### config.mk
export PLATFORM = sky130hd
export DESIGN_NAME = wb_burst_master_flat
export DESIGN_NICKNAME = d
export VERILOG_FILES = /design/src/rtl/wb_burst_master_if.sv /design/src/rtl/wb_burst_master.sv /design/src/flat_wrapper.sv
export SDC_FILE = /design/constraint.sdc
export NUM_CORES = 1
export LEC_CHECK = 0
export BUFFER_PORTS_ARGS = -buffer_cell sky130_fd_sc_hd__buf_2
export CAP_MARGIN = 20
export CORE_ASPECT_RATIO = 1.25
export CORE_MARGIN = 5
export CORE_UTILIZATION = 45
export CTS_CLUSTER_DIAMETER = 60
export CTS_CLUSTER_SIZE = 24
export DETAILED_ROUTE_END_ITERATION = 12
export PLACE_DENSITY_LB_ADDON = 0.05
export SLEW_MARGIN = 20
export SYNTH_ARGS = -nofsm -noshare
export SYNTH_HDL_FRONTEND = slang
export SYNTH_SLANG_ARGS = --single-unit
### constraint.sdc
create_clock -name sys_clk -period 4.17 [get_ports sys_clk]
set_input_delay 0.417 -clock sys_clk [delete_from_list [all_inputs] [get_ports sys_clk]]
set_output_delay 0.417 -clock sys_clk [all_outputs]
set_load 0.02 [all_outputs]
### src/rtl/wb_burst_master_if.sv
// Wishbone bus bundle between wb_burst_master and the SDRAM controller slave port.
// Signal names keep the slave-side (sdrc) naming: *_i are driven by the master,
// *_o are driven by the slave.
//   wb_cyc_i / wb_stb_i / wb_we_i : cycle, strobe, write enable
//   wb_addr_i [AW]                : beat byte address
//   wb_dat_i  [DW]                : write data
//   wb_sel_i  [DW/8]              : byte enables
//   wb_cti_i  [3]                 : cycle type (010 incrementing, 111 last)
//   wb_ack_o                      : slave acknowledge
//   wb_dat_o  [DW]                : slave read data
interface wb_burst_master_if #(
  parameter int unsigned AW = 26,
  parameter int unsigned DW = 32
);
  logic          wb_cyc_i;
  logic          wb_stb_i;
  logic          wb_we_i;
  logic [AW-1:0] wb_addr_i;
  logic [DW-1:0] wb_dat_i;
  logic [DW/8-1:0] wb_sel_i;
  logic [2:0]    wb_cti_i;
  logic          wb_ack_o;
  logic [DW-1:0] wb_dat_o;

  modport master (
    output wb_cyc_i, wb_stb_i, wb_we_i, wb_addr_i, wb_dat_i, wb_sel_i, wb_cti_i,
    input  wb_ack_o, wb_dat_o
  );

  modport slave (
    input  wb_cyc_i, wb_stb_i, wb_we_i, wb_addr_i, wb_dat_i, wb_sel_i, wb_cti_i,
    output wb_ack_o, wb_dat_o
  );
endinterface

### src/rtl/wb_burst_master.sv
// Wishbone burst master feeding the SDRAM controller's wb_* slave port.
// Commands (write/read, start address, beat count, data seed) are queued in a
// FIFO and issued as incremental bursts. Beat i carries / expects cmd_seed + i.
// A burst whose slave stops acking for ACK_TIMEOUT cycles is aborted.
// Optional feature macro: READ_CHECK_EN -- compare read data with seed + i and
// count mismatches in err_cnt (tied to 0 when undefined).
// Ports:
//   sys_clk, RESET            clock, synchronous active-high reset
//   sdr_init_done             gates the start of a new burst
//   cmd_valid/cmd_ready       command push handshake (cmd_ready = FIFO not full)
//   cmd_we/addr/bl/seed       command fields (bl = 0 treated as 1)
//   wb                        Wishbone master modport
//   rd_valid/rd_data          registered read beat, one-cycle pulse
//   busy                      FSM active or FIFO non-empty
//   done_pulse                one cycle at normal burst completion
//   timeout_err               sticky abort flag
//   err_cnt                   saturating read-mismatch count
module wb_burst_master #(
  parameter int unsigned AW          = 26,
  parameter int unsigned DW          = 32,
  parameter int unsigned BLW         = 8,
  parameter int unsigned CMD_DEPTH   = 4,
  parameter int unsigned ACK_TIMEOUT = 64
) (
  input  logic            sys_clk,
  input  logic            RESET,
  input  logic            sdr_init_done,
  input  logic            cmd_valid,
  output logic            cmd_ready,
  input  logic            cmd_we,
  input  logic [AW-1:0]   cmd_addr,
  input  logic [BLW-1:0]  cmd_bl,
  input  logic [DW-1:0]   cmd_seed,
  wb_burst_master_if.master wb,
  output logic            rd_valid,
  output logic [DW-1:0]   rd_data,
  output logic            busy,
  output logic            done_pulse,
  output logic            timeout_err,
  output logic [15:0]     err_cnt
);
  localparam int unsigned PW = $clog2(CMD_DEPTH);
  localparam int unsigned TW = $clog2(ACK_TIMEOUT + 1);
  localparam int unsigned SW = DW / 8;

  typedef enum logic [1:0] {IDLE, XFER, DONE, ABORT} state_t;

  typedef struct packed {
    logic           we;
    logic [AW-1:0]  addr;
    logic [BLW-1:0] bl;
    logic [DW-1:0]  seed;
  } cmd_t;

  state_t state, state_nx;

  // Command FIFO
  cmd_t        fifo_mem [CMD_DEPTH];
  logic [PW:0] wr_ptr, rd_ptr;
  logic        fifo_empty, fifo_full, push, pop;
  cmd_t        head;

  assign fifo_empty = (wr_ptr == rd_ptr);
  assign fifo_full  = (wr_ptr[PW] != rd_ptr[PW]) && (wr_ptr[PW-1:0] == rd_ptr[PW-1:0]);
  assign cmd_ready  = !fifo_full;
  assign push       = cmd_valid && !fifo_full;
  assign head       = fifo_mem[rd_ptr[PW-1:0]];

  always_ff @(posedge sys_clk) begin
    if (push) fifo_mem[wr_ptr[PW-1:0]] <= '{we: cmd_we, addr: cmd_addr, bl: cmd_bl, seed: cmd_seed};
  end

  always_ff @(posedge sys_clk) begin
    if (RESET) begin
      wr_ptr <= '0;
      rd_ptr <= '0;
    end else begin
      if (push) wr_ptr <= wr_ptr + 1'b1;
      if (pop)  rd_ptr <= rd_ptr + 1'b1;
    end
  end

  // Burst datapath registers (all Wishbone outputs come straight from these)
  logic           cyc_q, stb_q, we_q;
  logic [AW-1:0]  addr_q;
  logic [DW-1:0]  dat_q;
  logic [SW-1:0]  sel_q;
  logic [2:0]     cti_q;
  logic [BLW-1:0] beats_left;
  logic [TW-1:0]  tmo_cnt;
  logic           start_ok_q;
  logic           ack_ok, last_beat;

  assign ack_ok    = stb_q && wb.wb_ack_o;
  assign last_beat = (beats_left == BLW'(1));

  // Start qualifier is registered so the FIFO head has settled for a cycle
  // before it is popped; this sets the push-to-cyc latency at two edges.
  always_ff @(posedge sys_clk) begin
    if (RESET) state <= IDLE;
    else       state <= state_nx;
  end

  always_comb begin
    state_nx = state;
    pop      = 1'b0;
    unique case (state)
      IDLE: begin
        if (start_ok_q && !fifo_empty && sdr_init_done) begin
          state_nx = XFER;
          pop      = 1'b1;
        end
      end
      XFER: begin
        // An ack coinciding with the terminal count wins over the abort.
        if (ack_ok) begin
          if (last_beat) state_nx = DONE;
        end else if (tmo_cnt == TW'(ACK_TIMEOUT)) begin
          state_nx = ABORT;
        end
      end
      DONE:    state_nx = IDLE;
      ABORT:   state_nx = IDLE;
      default: state_nx = IDLE;
    endcase
  end

  always_ff @(posedge sys_clk) begin
    if (RESET) begin
      cyc_q       <= 1'b0;
      stb_q       <= 1'b0;
      we_q        <= 1'b0;
      addr_q      <= '0;
      dat_q       <= '0;
      sel_q       <= '0;
      cti_q       <= '0;
      beats_left  <= '0;
      tmo_cnt     <= '0;
      start_ok_q  <= 1'b0;
      rd_valid    <= 1'b0;
      rd_data     <= '0;
      done_pulse  <= 1'b0;
      timeout_err <= 1'b0;
    end else begin
      start_ok_q <= !fifo_empty && sdr_init_done;
      cyc_q      <= (state_nx == XFER);
      stb_q      <= (state_nx == XFER);
      done_pulse <= (state_nx == DONE);
      rd_valid   <= 1'b0;
      if (state_nx == ABORT) timeout_err <= 1'b1;

      if (pop) begin
        we_q       <= head.we;
        addr_q     <= head.addr;
        dat_q      <= head.seed;
        sel_q      <= '1;
        beats_left <= (head.bl == '0) ? BLW'(1) : head.bl;
        cti_q      <= (head.bl <= BLW'(1)) ? 3'b111 : 3'b010;
        tmo_cnt    <= TW'(1);
      end else if (state == XFER) begin
        if (ack_ok) begin
          tmo_cnt <= TW'(1);
          if (!we_q) begin
            rd_valid <= 1'b1;
            rd_data  <= wb.wb_dat_o;
          end
          if (!last_beat) begin
            addr_q     <= addr_q + AW'(SW);
            dat_q      <= dat_q + 1'b1;
            beats_left <= beats_left - 1'b1;
            cti_q      <= (beats_left == BLW'(2)) ? 3'b111 : 3'b010;
          end
        end else begin
          tmo_cnt <= tmo_cnt + 1'b1;
        end
      end

      if (state_nx != XFER) begin
        we_q  <= 1'b0;
        sel_q <= '0;
        cti_q <= '0;
      end
    end
  end

`ifdef READ_CHECK_EN
  logic [15:0] err_q;

  always_ff @(posedge sys_clk) begin
    if (RESET) begin
      err_q <= '0;
    end else if (state == XFER && ack_ok && !we_q && wb.wb_dat_o != dat_q && err_q != 16'hFFFF) begin
      err_q <= err_q + 1'b1;
    end
  end

  assign err_cnt = err_q;
`else
  assign err_cnt = '0;
`endif

  assign busy         = (state != IDLE) || !fifo_empty;
  assign wb.wb_cyc_i  = cyc_q;
  assign wb.wb_stb_i  = stb_q;
  assign wb.wb_we_i   = we_q;
  assign wb.wb_addr_i = addr_q;
  assign wb.wb_dat_i  = dat_q;
  assign wb.wb_sel_i  = sel_q;
  assign wb.wb_cti_i  = cti_q;
endmodule

### src/flat_wrapper.sv
// flat-port wrapper written by rule: the top's interface ports become plain ports
module wb_burst_master_flat 
#(
  parameter int unsigned AW          = 26,
  parameter int unsigned DW          = 32,
  parameter int unsigned BLW         = 8,
  parameter int unsigned CMD_DEPTH   = 4,
  parameter int unsigned ACK_TIMEOUT = 64
)
  (sys_clk, RESET, sdr_init_done, cmd_valid, cmd_ready, cmd_we, cmd_addr, cmd_bl, cmd_seed, rd_valid, rd_data, busy, done_pulse, timeout_err, err_cnt, wb_wb_cyc_i, wb_wb_stb_i, wb_wb_we_i, wb_wb_addr_i, wb_wb_dat_i, wb_wb_sel_i, wb_wb_cti_i, wb_wb_ack_o, wb_wb_dat_o);
  wb_burst_master_if #(.AW(AW), .DW(DW)) wb_i ();
  input  logic sys_clk;
  input  logic RESET;
  input  logic sdr_init_done;
  input  logic cmd_valid;
  output logic cmd_ready;
  input  logic cmd_we;
  input  logic [AW-1:0] cmd_addr;
  input  logic [BLW-1:0] cmd_bl;
  input  logic [DW-1:0] cmd_seed;
  output logic rd_valid;
  output logic [DW-1:0] rd_data;
  output logic busy;
  output logic done_pulse;
  output logic timeout_err;
  output logic [15:0] err_cnt;
  output wire logic [$bits(wb_i.wb_cyc_i)-1:0] wb_wb_cyc_i;
  output wire logic [$bits(wb_i.wb_stb_i)-1:0] wb_wb_stb_i;
  output wire logic [$bits(wb_i.wb_we_i)-1:0] wb_wb_we_i;
  output wire logic [$bits(wb_i.wb_addr_i)-1:0] wb_wb_addr_i;
  output wire logic [$bits(wb_i.wb_dat_i)-1:0] wb_wb_dat_i;
  output wire logic [$bits(wb_i.wb_sel_i)-1:0] wb_wb_sel_i;
  output wire logic [$bits(wb_i.wb_cti_i)-1:0] wb_wb_cti_i;
  input wire logic [$bits(wb_i.wb_ack_o)-1:0] wb_wb_ack_o;
  input wire logic [$bits(wb_i.wb_dat_o)-1:0] wb_wb_dat_o;
  assign wb_wb_cyc_i = wb_i.wb_cyc_i;
  assign wb_wb_stb_i = wb_i.wb_stb_i;
  assign wb_wb_we_i = wb_i.wb_we_i;
  assign wb_wb_addr_i = wb_i.wb_addr_i;
  assign wb_wb_dat_i = wb_i.wb_dat_i;
  assign wb_wb_sel_i = wb_i.wb_sel_i;
  assign wb_wb_cti_i = wb_i.wb_cti_i;
  assign wb_i.wb_ack_o = wb_wb_ack_o;
  assign wb_i.wb_dat_o = wb_wb_dat_o;
  wb_burst_master #(.AW(AW), .DW(DW), .BLW(BLW), .CMD_DEPTH(CMD_DEPTH), .ACK_TIMEOUT(ACK_TIMEOUT)) u_core (.sys_clk(sys_clk), .RESET(RESET), .sdr_init_done(sdr_init_done), .cmd_valid(cmd_valid), .cmd_ready(cmd_ready), .cmd_we(cmd_we), .cmd_addr(cmd_addr), .cmd_bl(cmd_bl), .cmd_seed(cmd_seed), .wb(wb_i), .rd_valid(rd_valid), .rd_data(rd_data), .busy(busy), .done_pulse(done_pulse), .timeout_err(timeout_err), .err_cnt(err_cnt));
endmodule
==> results of run 1 <==
worst min path at each step:
| stage | end | slack (ns) | cells after the start |
|---|---|---|---|
| floorplan | u_core.tmo_cnt[6] | 0.45 | 2 |
| global placement | u_core.rd_data[7] | 0.44 | 2 |
| detailed placement | u_core.rd_data[21] | 0.44 | 2 |
| CTS | u_core.fifo_mem[1][38] | 0.01 | 1 |
| global route | u_core.fifo_mem[1][26] | 0.02 | 1 |
| finish | u_core.fifo_mem[3][44] | 0.04 | 1 |
sequential cells by signal, indices dropped and copies added, names as in the netlist, 2 cells and up, named ones only:
name	cells
u_core.state	2
u_core.wb.wb_dat_i	32
u_core.fifo_mem	268
u_core.rd_data	32
u_core.tmo_cnt	7
u_core.wr_ptr	3
u_core.beats_left	8
u_core.wb.wb_addr_i	26
u_core.rd_ptr	3
u_core.wb.wb_cti_i	2
report_power, final:
group	total [mW]	switching [mW]	internal, mW	leakage [nW]
Combinational	0.410	0.257	0.153	2.27
Clock	3.09	1.55	1.54	0.517
Sequential	4.34	0.0461	4.29	3.46
Total	7.84	1.85	5.99	6.25
through the flow:
stage	cell area, µm²	cells	setup slack, ns	util, %
global route	18200	1789	0.994	53.0
CTS	18200	1789	1.31	53.0
global placement	17200	1735	1.41	49.9
detailed placement	17200	1735	1.29	49.9
floorplan	15700	1124	1.13	-
finish	18200	1790	1.31	53.0
routing by layer:
layer  routed length (µm)  GRT usage [%]  up-vias
li1                     -              -     4594
met2                19400           34.2      259
met4                  867           5.08        6
met3                 2370           4.00       58
met5                   34              0        -
met1                16400           25.9     4869
final cells by class:
class,count,share of cell area (%)
Inverter,13,0.268
Clock inverter,23,1.70
Sequential cell,392,57.8
Clock buffer,31,4.14
Multi-Input combinational cell,636,26.1
Antenna cell,1,0.0137
Timing Repair Buffer,226,6.74
Tap cell,468,3.21
worst max-delay path, cell delays in order, from the launching register on:
cell and delay, ns:
dfxtp_1 0.38, inv_1 0.08, ha_1 0.19, nor3b_1 0.16
a21oi_2 0.57, nand4_1 0.56, or4_1 0.56, a311oi_1 0.27
cells by family (layout without fill, tap and decap cells):
| family | Yosys count | after routing |
|---|---|---|
| other cells | 1 | 17 |
| simple gates | 331 | 331 |
| xor+xnor | 27 | 27 |
| buf+inv | 96 | 293 |
| flops | 392 | 392 |
| compound gates | 182 | 182 |
| fa+ha+maj | 12 | 12 |
| mux | 68 | 68 |
placed cells by master (no fill, tap or decap), types with 14 or more instances in the layout:
cell type,count
a211oi_1,21
a21oi_1,80
a311oi_1,15
buf_2,207
buf_4,15
clkbuf_16,30
conb_1,16
dfxtp_1,122
edfxtp_1,268
mux4_2,67
nand2_1,115
nand3_1,29
nand4_1,16
nor2_1,80
nor3_1,16
nor4_1,14
o21ai_0,20
xor2_1,16
==> results.txt, run 1 <==
GR Overflow Total: 0
maximum vdd ir drop: 0.418 mV
termination of the worst setup path: u_core.wb.wb_dat_i[30]
CTS Hold Bufs: 0
final period utilization: 68.6%
final setup fails: 0
number of synthesized flops with an enable pin: 268
Main synth FF type: edfxtp_1
first-pass GRT wire length: 59,100 µm
WL final: 39,100 µm
most instantiated library cell after synthesis: edfxtp_1
Syn-to-layout area delta: 16.3%
Max Freq: 0.349 GHz
minimum clock period: 2.86 ns
starting DRC count in detailed routing: 665
vias in the first global route: 9,837
Final Skew: 0.0214 ns
DP HPWL: 26,000 µm
Syn Area/Cell: 14.1 µm²
fraction of registers with async set/reset: 0%
Compound-Gate Fraction of Synth Area: 7.47%
Die Y: 219 µm
mux contribution to synthesized area: 9.69%
worst path required time: 4.67 ns
top-area cell type share of the netlist area: 51.3%
Routed Antenna Nets: 0
Critical path origin: u_core.beats_left[1]
TritonCTS sink count: 392
Post-CTS Setup Inserts: 0
htree depth: 1
Post-Synth XOR/XNOR Area: 1.51%
1st-pass router iterations: 5
FF-to-FF setup slack: 1.31 ns
RSZ-0062 raised after global routing: false
Max FO, Critical Path: 17
Die ar.: 0.0387 mm²
gpl congestion: 0.775
Min-Delay Startpoint: cmd_addr[4]
later-pin clock latency in the skew report: 0.59 ns
r2r endpoint: u_core.wb.wb_dat_i[30]
cell taking the most area after synthesis: edfxtp_1
worst setup path class: flip-flop to flip-flop
area of the multi-input gates: 0.00476 mm²
PortBufs: 208
cts bufs inserted: 29
Die X: 177 µm
Final Hold Viols: 0
Core Box Area: 0.0344 mm²
Worst-path clk slew: 0.09 ns
Layout fillers: 2,968
Vias per Instance: 5.47
CP startpoint kind: flip-flop
clock buffer depth: 3
IO Pins: 225
Data arrival, critical path: 3.36 ns
setup tns final: 0 ns
Rows: 76
GRT Total Usage: 19.9%
pin count of the biggest net entering global routing: 68
Max-Cap Viols: 0
reg2reg path depth: 7
P_leak: 6.25 nW
Root Driver: clkbuf_16
Synth top cells by count: edfxtp_1, dfxtp_1, nand2_1, nor2_1, a21oi_1
Syn Inst Count: 1,109
WL per Instance: 21.8 µm
Initial Util: 45.6%
power density cells: 430 mW/mm²
reg2reg start: u_core.beats_left[1]
PnR Total Power: 7.84 mW
drc violations: 0
top cells by area in the synthesized netlist: edfxtp_1, dfxtp_1, mux4_2, nand2_1, a21oi_1
layout cells sized above 1: 27.9%
post-synthesis sequential area ratio: 67.2%
WHS: 0.0387 ns
largest family of logic cells by synthesized area: simple AND/OR/NAND/NOR gates
actual slew at the worst max-slew pin: 1.02 ns
via count of the routed design: 9,786
status: completed
HP Class: input pin to flip-flop
Post-Synth Adder-Cell Area: 0.957%
CTS tree: built
flip-flop and latch area: 0.0105 mm²
Simple-Gate Fraction of Synth Area: 10.2%
Worst Setup End Kind: flip-flop
Ys Warns: 0
Yosys reg bits: 392
Resize count post-CTS: 0
Mapped Area: 0.0157 mm²
count of cell types in the netlist: 60
normalized max-slew margin: 32.0%
nets: 1,414
Final Max Slew Viols: 0
initial antenna violation count: 4
Note: power is estimated with default switching activity, not from simulation.
==> inputs of run 2 (changes only) <==
--- a/config.mk
+++ b/config.mk
@@ -5,6 +5,7 @@
 export SDC_FILE = /design/constraint.sdc
 export NUM_CORES = 1
 export LEC_CHECK = 0
+export ABC_AREA = 1
 export BUFFER_PORTS_ARGS = -buffer_cell sky130_fd_sc_hd__buf_2
 export CAP_MARGIN = 20
 export CORE_ASPECT_RATIO = 1.25
==> constraint.sdc (replaced) <==
create_clock -name sys_clk -period 2.6 [get_ports sys_clk]
set_input_delay 0.26 -clock sys_clk [delete_from_list [all_inputs] [get_ports sys_clk]]
set_output_delay 0.26 -clock sys_clk [all_outputs]
set_load 0.02 [all_outputs]
==> run 2 against run 1 <==
Count of clock-buffer cells in the layout down 2. Power up 62%. Design area up 12%. Hold slack better by 0.12 ns. Critical path type unchanged. Critical endpoint is now u_core.rd_data[6].
==> results.txt, run 2 <==
mux contribution to synthesized area: 0% (was 9.69%)
setup tns final: 0 ns (unchanged)
Max Freq: 0.483 GHz (was 0.349 GHz)
CP startpoint kind: flip-flop (unchanged)
later-pin clock latency in the skew report: 0.58 ns (was 0.59 ns)
status: completed (unchanged)
WL per Instance: 18.7 µm (was 21.8 µm)
cell taking the most area after synthesis: edfxtp_1 (unchanged)
final setup fails: 0 (unchanged)
Post-Synth XOR/XNOR Area: 1.66% (was 1.51%)
P_leak: 7.83 nW (was 6.25 nW)
worst path required time: 3.03 ns (was 4.67 ns)
Die ar.: 0.0416 mm² (was 0.0387 mm²)
via count of the routed design: 13,200 (was 9,786)
met3 Resource Use GR: 2.28% (was 4.00%)
Final Max Slew Viols: 0 (unchanged)
htree depth: 1 (unchanged)
count of cell types in the netlist: 44 (was 60)
setup slack at placement: 0.524 ns (was 1.29 ns)
power density cells: 622 mW/mm² (was 430 mW/mm²)
Syn Area/Cell: 9.78 µm² (was 14.1 µm²)
vias in the first global route: 12,800 (was 9,837)
top-area cell type share of the netlist area: 47.6% (was 51.3%)
DP HPWL: 30,000 µm (was 26,000 µm)
Vias per Instance: 5.25 (was 5.47)
cts bufs inserted: 28 (was 29)
most instantiated library cell after synthesis: nand2_1 (was edfxtp_1)
Worst-path clk slew: 0.08 ns (was 0.09 ns)
normalized max-slew margin: 48.4% (was 32.0%)
slowest stage delay, CP: 0.58 ns (was 0.57 ns)
worst setup path class: flip-flop to flip-flop (unchanged)
RSZ-0062 raised after global routing: false (unchanged)
Data arrival, critical path: 2.50 ns (was 3.36 ns)
TritonCTS sink count: 392 (unchanged)
Ys Warns: 0 (unchanged)
Final Skew: 0.0148 ns (was 0.0214 ns)
final period utilization: 79.6% (was 68.6%)
Post-CTS Setup Inserts: 0 (unchanged)
dpl cells: 2,355 (was 1,735)
M1 GR Usage: 30.1% (was 25.9%)
maximum vdd ir drop: 0.465 mV (was 0.418 mV)
post-synthesis sequential area ratio: 62.2% (was 67.2%)
actual slew at the worst max-slew pin: 0.774 ns (was 1.02 ns)
Compound-Gate Fraction of Synth Area: 10.4% (was 7.47%)
CP Cell Sequence: xnor2_1 > nand3_2 > nand3_4 > nand3_2 > nand2_1 > a21oi_1 (was inv_1 > ha_1 > nor3b_1 > a21oi_2 > nand4_1 > or4_1 > a311oi_1)
GRT Total Usage: 22.0% (was 19.9%)
Die X: 183 µm (was 177 µm)
minimum clock period: 2.07 ns (was 2.86 ns)
WL final: 46,900 µm (was 39,100 µm)
Initial Util: 45.5% (was 45.6%)
Die Y: 227 µm (was 219 µm)
HP Class: input pin to flip-flop (unchanged)
Main synth FF type: edfxtp_1 (unchanged)
Ant. Diodes: 0 (was 1)
Finished Layout Cells: 2,506 (was 1,790)
drc violations: 0 (unchanged)
Worst path most repeated cell: nand3_2
PortBufs: 208 (unchanged)
CTS tree: built (unchanged)
Simple-Gate Fraction of Synth Area: 18.8% (was 10.2%)
top cells by area in the synthesized netlist: edfxtp_1, dfxtp_1, nand2_1, nor2_1, o21ai_0 (was edfxtp_1, dfxtp_1, mux4_2, nand2_1, a21oi_1)
layout cells sized above 1: 15.7% (was 27.9%)
min setup slack post-route: 0.531 ns (was 1.31 ns)
Root Driver: clkbuf_16 (unchanged)
1st-pass router iterations: 5 (unchanged)
commonest non-fill, non-tap cell in the layout: nand2_1 (was edfxtp_1)
most frequent cells in the layout: nand2_1, edfxtp_1, nor2_1 (was edfxtp_1, buf_2, dfxtp_1)
Rows: 79 (was 76)
Post-Synth Adder-Cell Area: 0.887% (was 0.957%)
Syn Inst Count: 1,731 (was 1,109)
Routed Antenna Nets: 0 (unchanged)
initial antenna violation count: 0 (was 4)
first-pass GRT wire length: 72,600 µm (was 59,100 µm)
M2 GR Usage: 37.8% (was 34.2%)
pin count of the biggest net entering global routing: 136 (was 68)
largest family of logic cells by synthesized area: simple AND/OR/NAND/NOR gates (unchanged)
Yosys reg bits: 392 (unchanged)
Mapped Area: 0.0169 mm² (was 0.0157 mm²)
Worst Setup End Kind: flip-flop (unchanged)
IO Pins: 225 (unchanged)
Core Box Area: 0.0372 mm² (was 0.0344 mm²)
Resize count post-CTS: 0 (unchanged)
Synth top cells by count: nand2_1, edfxtp_1, nor2_1, o21ai_0, dfxtp_1 (was edfxtp_1, dfxtp_1, nand2_1, nor2_1, a21oi_1)
Final Hold Viols: 0 (unchanged)
nets: 2,115 (was 1,414)
Max FO, Critical Path: 33 (was 17)
busiest grt layer: met2 (unchanged)
starting DRC count in detailed routing: 858 (was 665)
Syn-to-layout area delta: 20.3% (was 16.3%)
clock buffer depth: 3 (unchanged)
max FFs per register: 268 (unchanged)
gpl congestion: 0.844 (was 0.775)
fraction of registers with async set/reset: 0% (unchanged)
number of synthesized flops with an enable pin: 268 (unchanged)
CP max-delay cell: nand3_2 (was a21oi_2)
GR Overflow Total: 0 (unchanged)
Max-Cap Viols: 0 (unchanged)
## run 2: cell types whose count changed after synthesis, moves of 15 or more
cell / previous run / this run
mux4_2: 67 / 0
clkbuf_1: 46 / 29
a211oi_1: 21 / 2
inv_1: 13 / 97
nor2_1: 81 / 238
o22ai_1: 0 / 47
nand2_1: 115 / 346
nand3_1: 29 / 103
a311oi_1: 15 / 0
buf_2: 12 / 42
o21ai_0: 20 / 150
## run 2: worst paths after layout
check,start,endpoint,slack (ns),cells after the start
worst min-delay path,wb_wb_ack_o,u_core.state[0],0.16,6
worst min register to register,u_core.timeout_err,u_core.timeout_err,0.46,2
worst max register to register,u_core.rd_ptr[0],u_core.rd_data[6],0.53,6
worst max-delay path,u_core.rd_ptr[0],u_core.rd_data[6],0.53,6
## run 2: power breakdown
part | switching (mW) | leakage, nW | internal [mW]
Clock | 2.42 | 0.484 | 2.29
Combinational | 0.613 | 3.88 | 0.350
Sequential | 0.0917 | 3.46 | 6.90
Total | 3.12 | 7.83 | 9.54
## run 2: metrics by stage
stage	util, %	hold WS [ns]	cell area (µm²)	power [mW]
after detailed placement	49.4	0.446	18400	7.99
after global placement	49.4	0.434	18400	7.98
after global routing	54.8	0.205	20400	13.2
after CTS	54.8	0.119	20400	12.8
final	54.8	0.156	20400	12.7
after floorplan	-	0.359	17000	7.61
## run 2: cell families after synthesis
group | after synthesis
buf+inv | 215
simple gates | 756
xor+xnor | 32
other cells | 1
flops | 392
compound gates | 323
fa+ha+maj | 12
## run 2: worst max-delay path: cells and delay by family, from the launching register on
family | cells | cell delay, ns
compound gates | 1 | 0.09
simple gates | 4 | 1.24
xor+xnor | 1 | 0.23
flops | 1 | 0.34
## run 2: cell type report
cell class	instances	area (µm²)
fillers	3307	16800
flip-flops and latches	392	10500
multi-input cells	1139	5460
repair buffers	333	2350
clock buffers	29	726
well taps	486	608
inverters	105	405
clock inverters	22	268
## run 2: layer usage
layer | vias up | share of wire [%]
li1 | 6420 | -
met1 | 6279 | 43
met2 | 402 | 49
met3 | 50 | 6.1
met4 | 0 | 2.0
met5 | - | 0
## run 2: timing repair
action	4_1_cts	5_1_grt
hold buffers	100	0
setup endpoints to repair	0	0
hold endpoints to repair	301	0
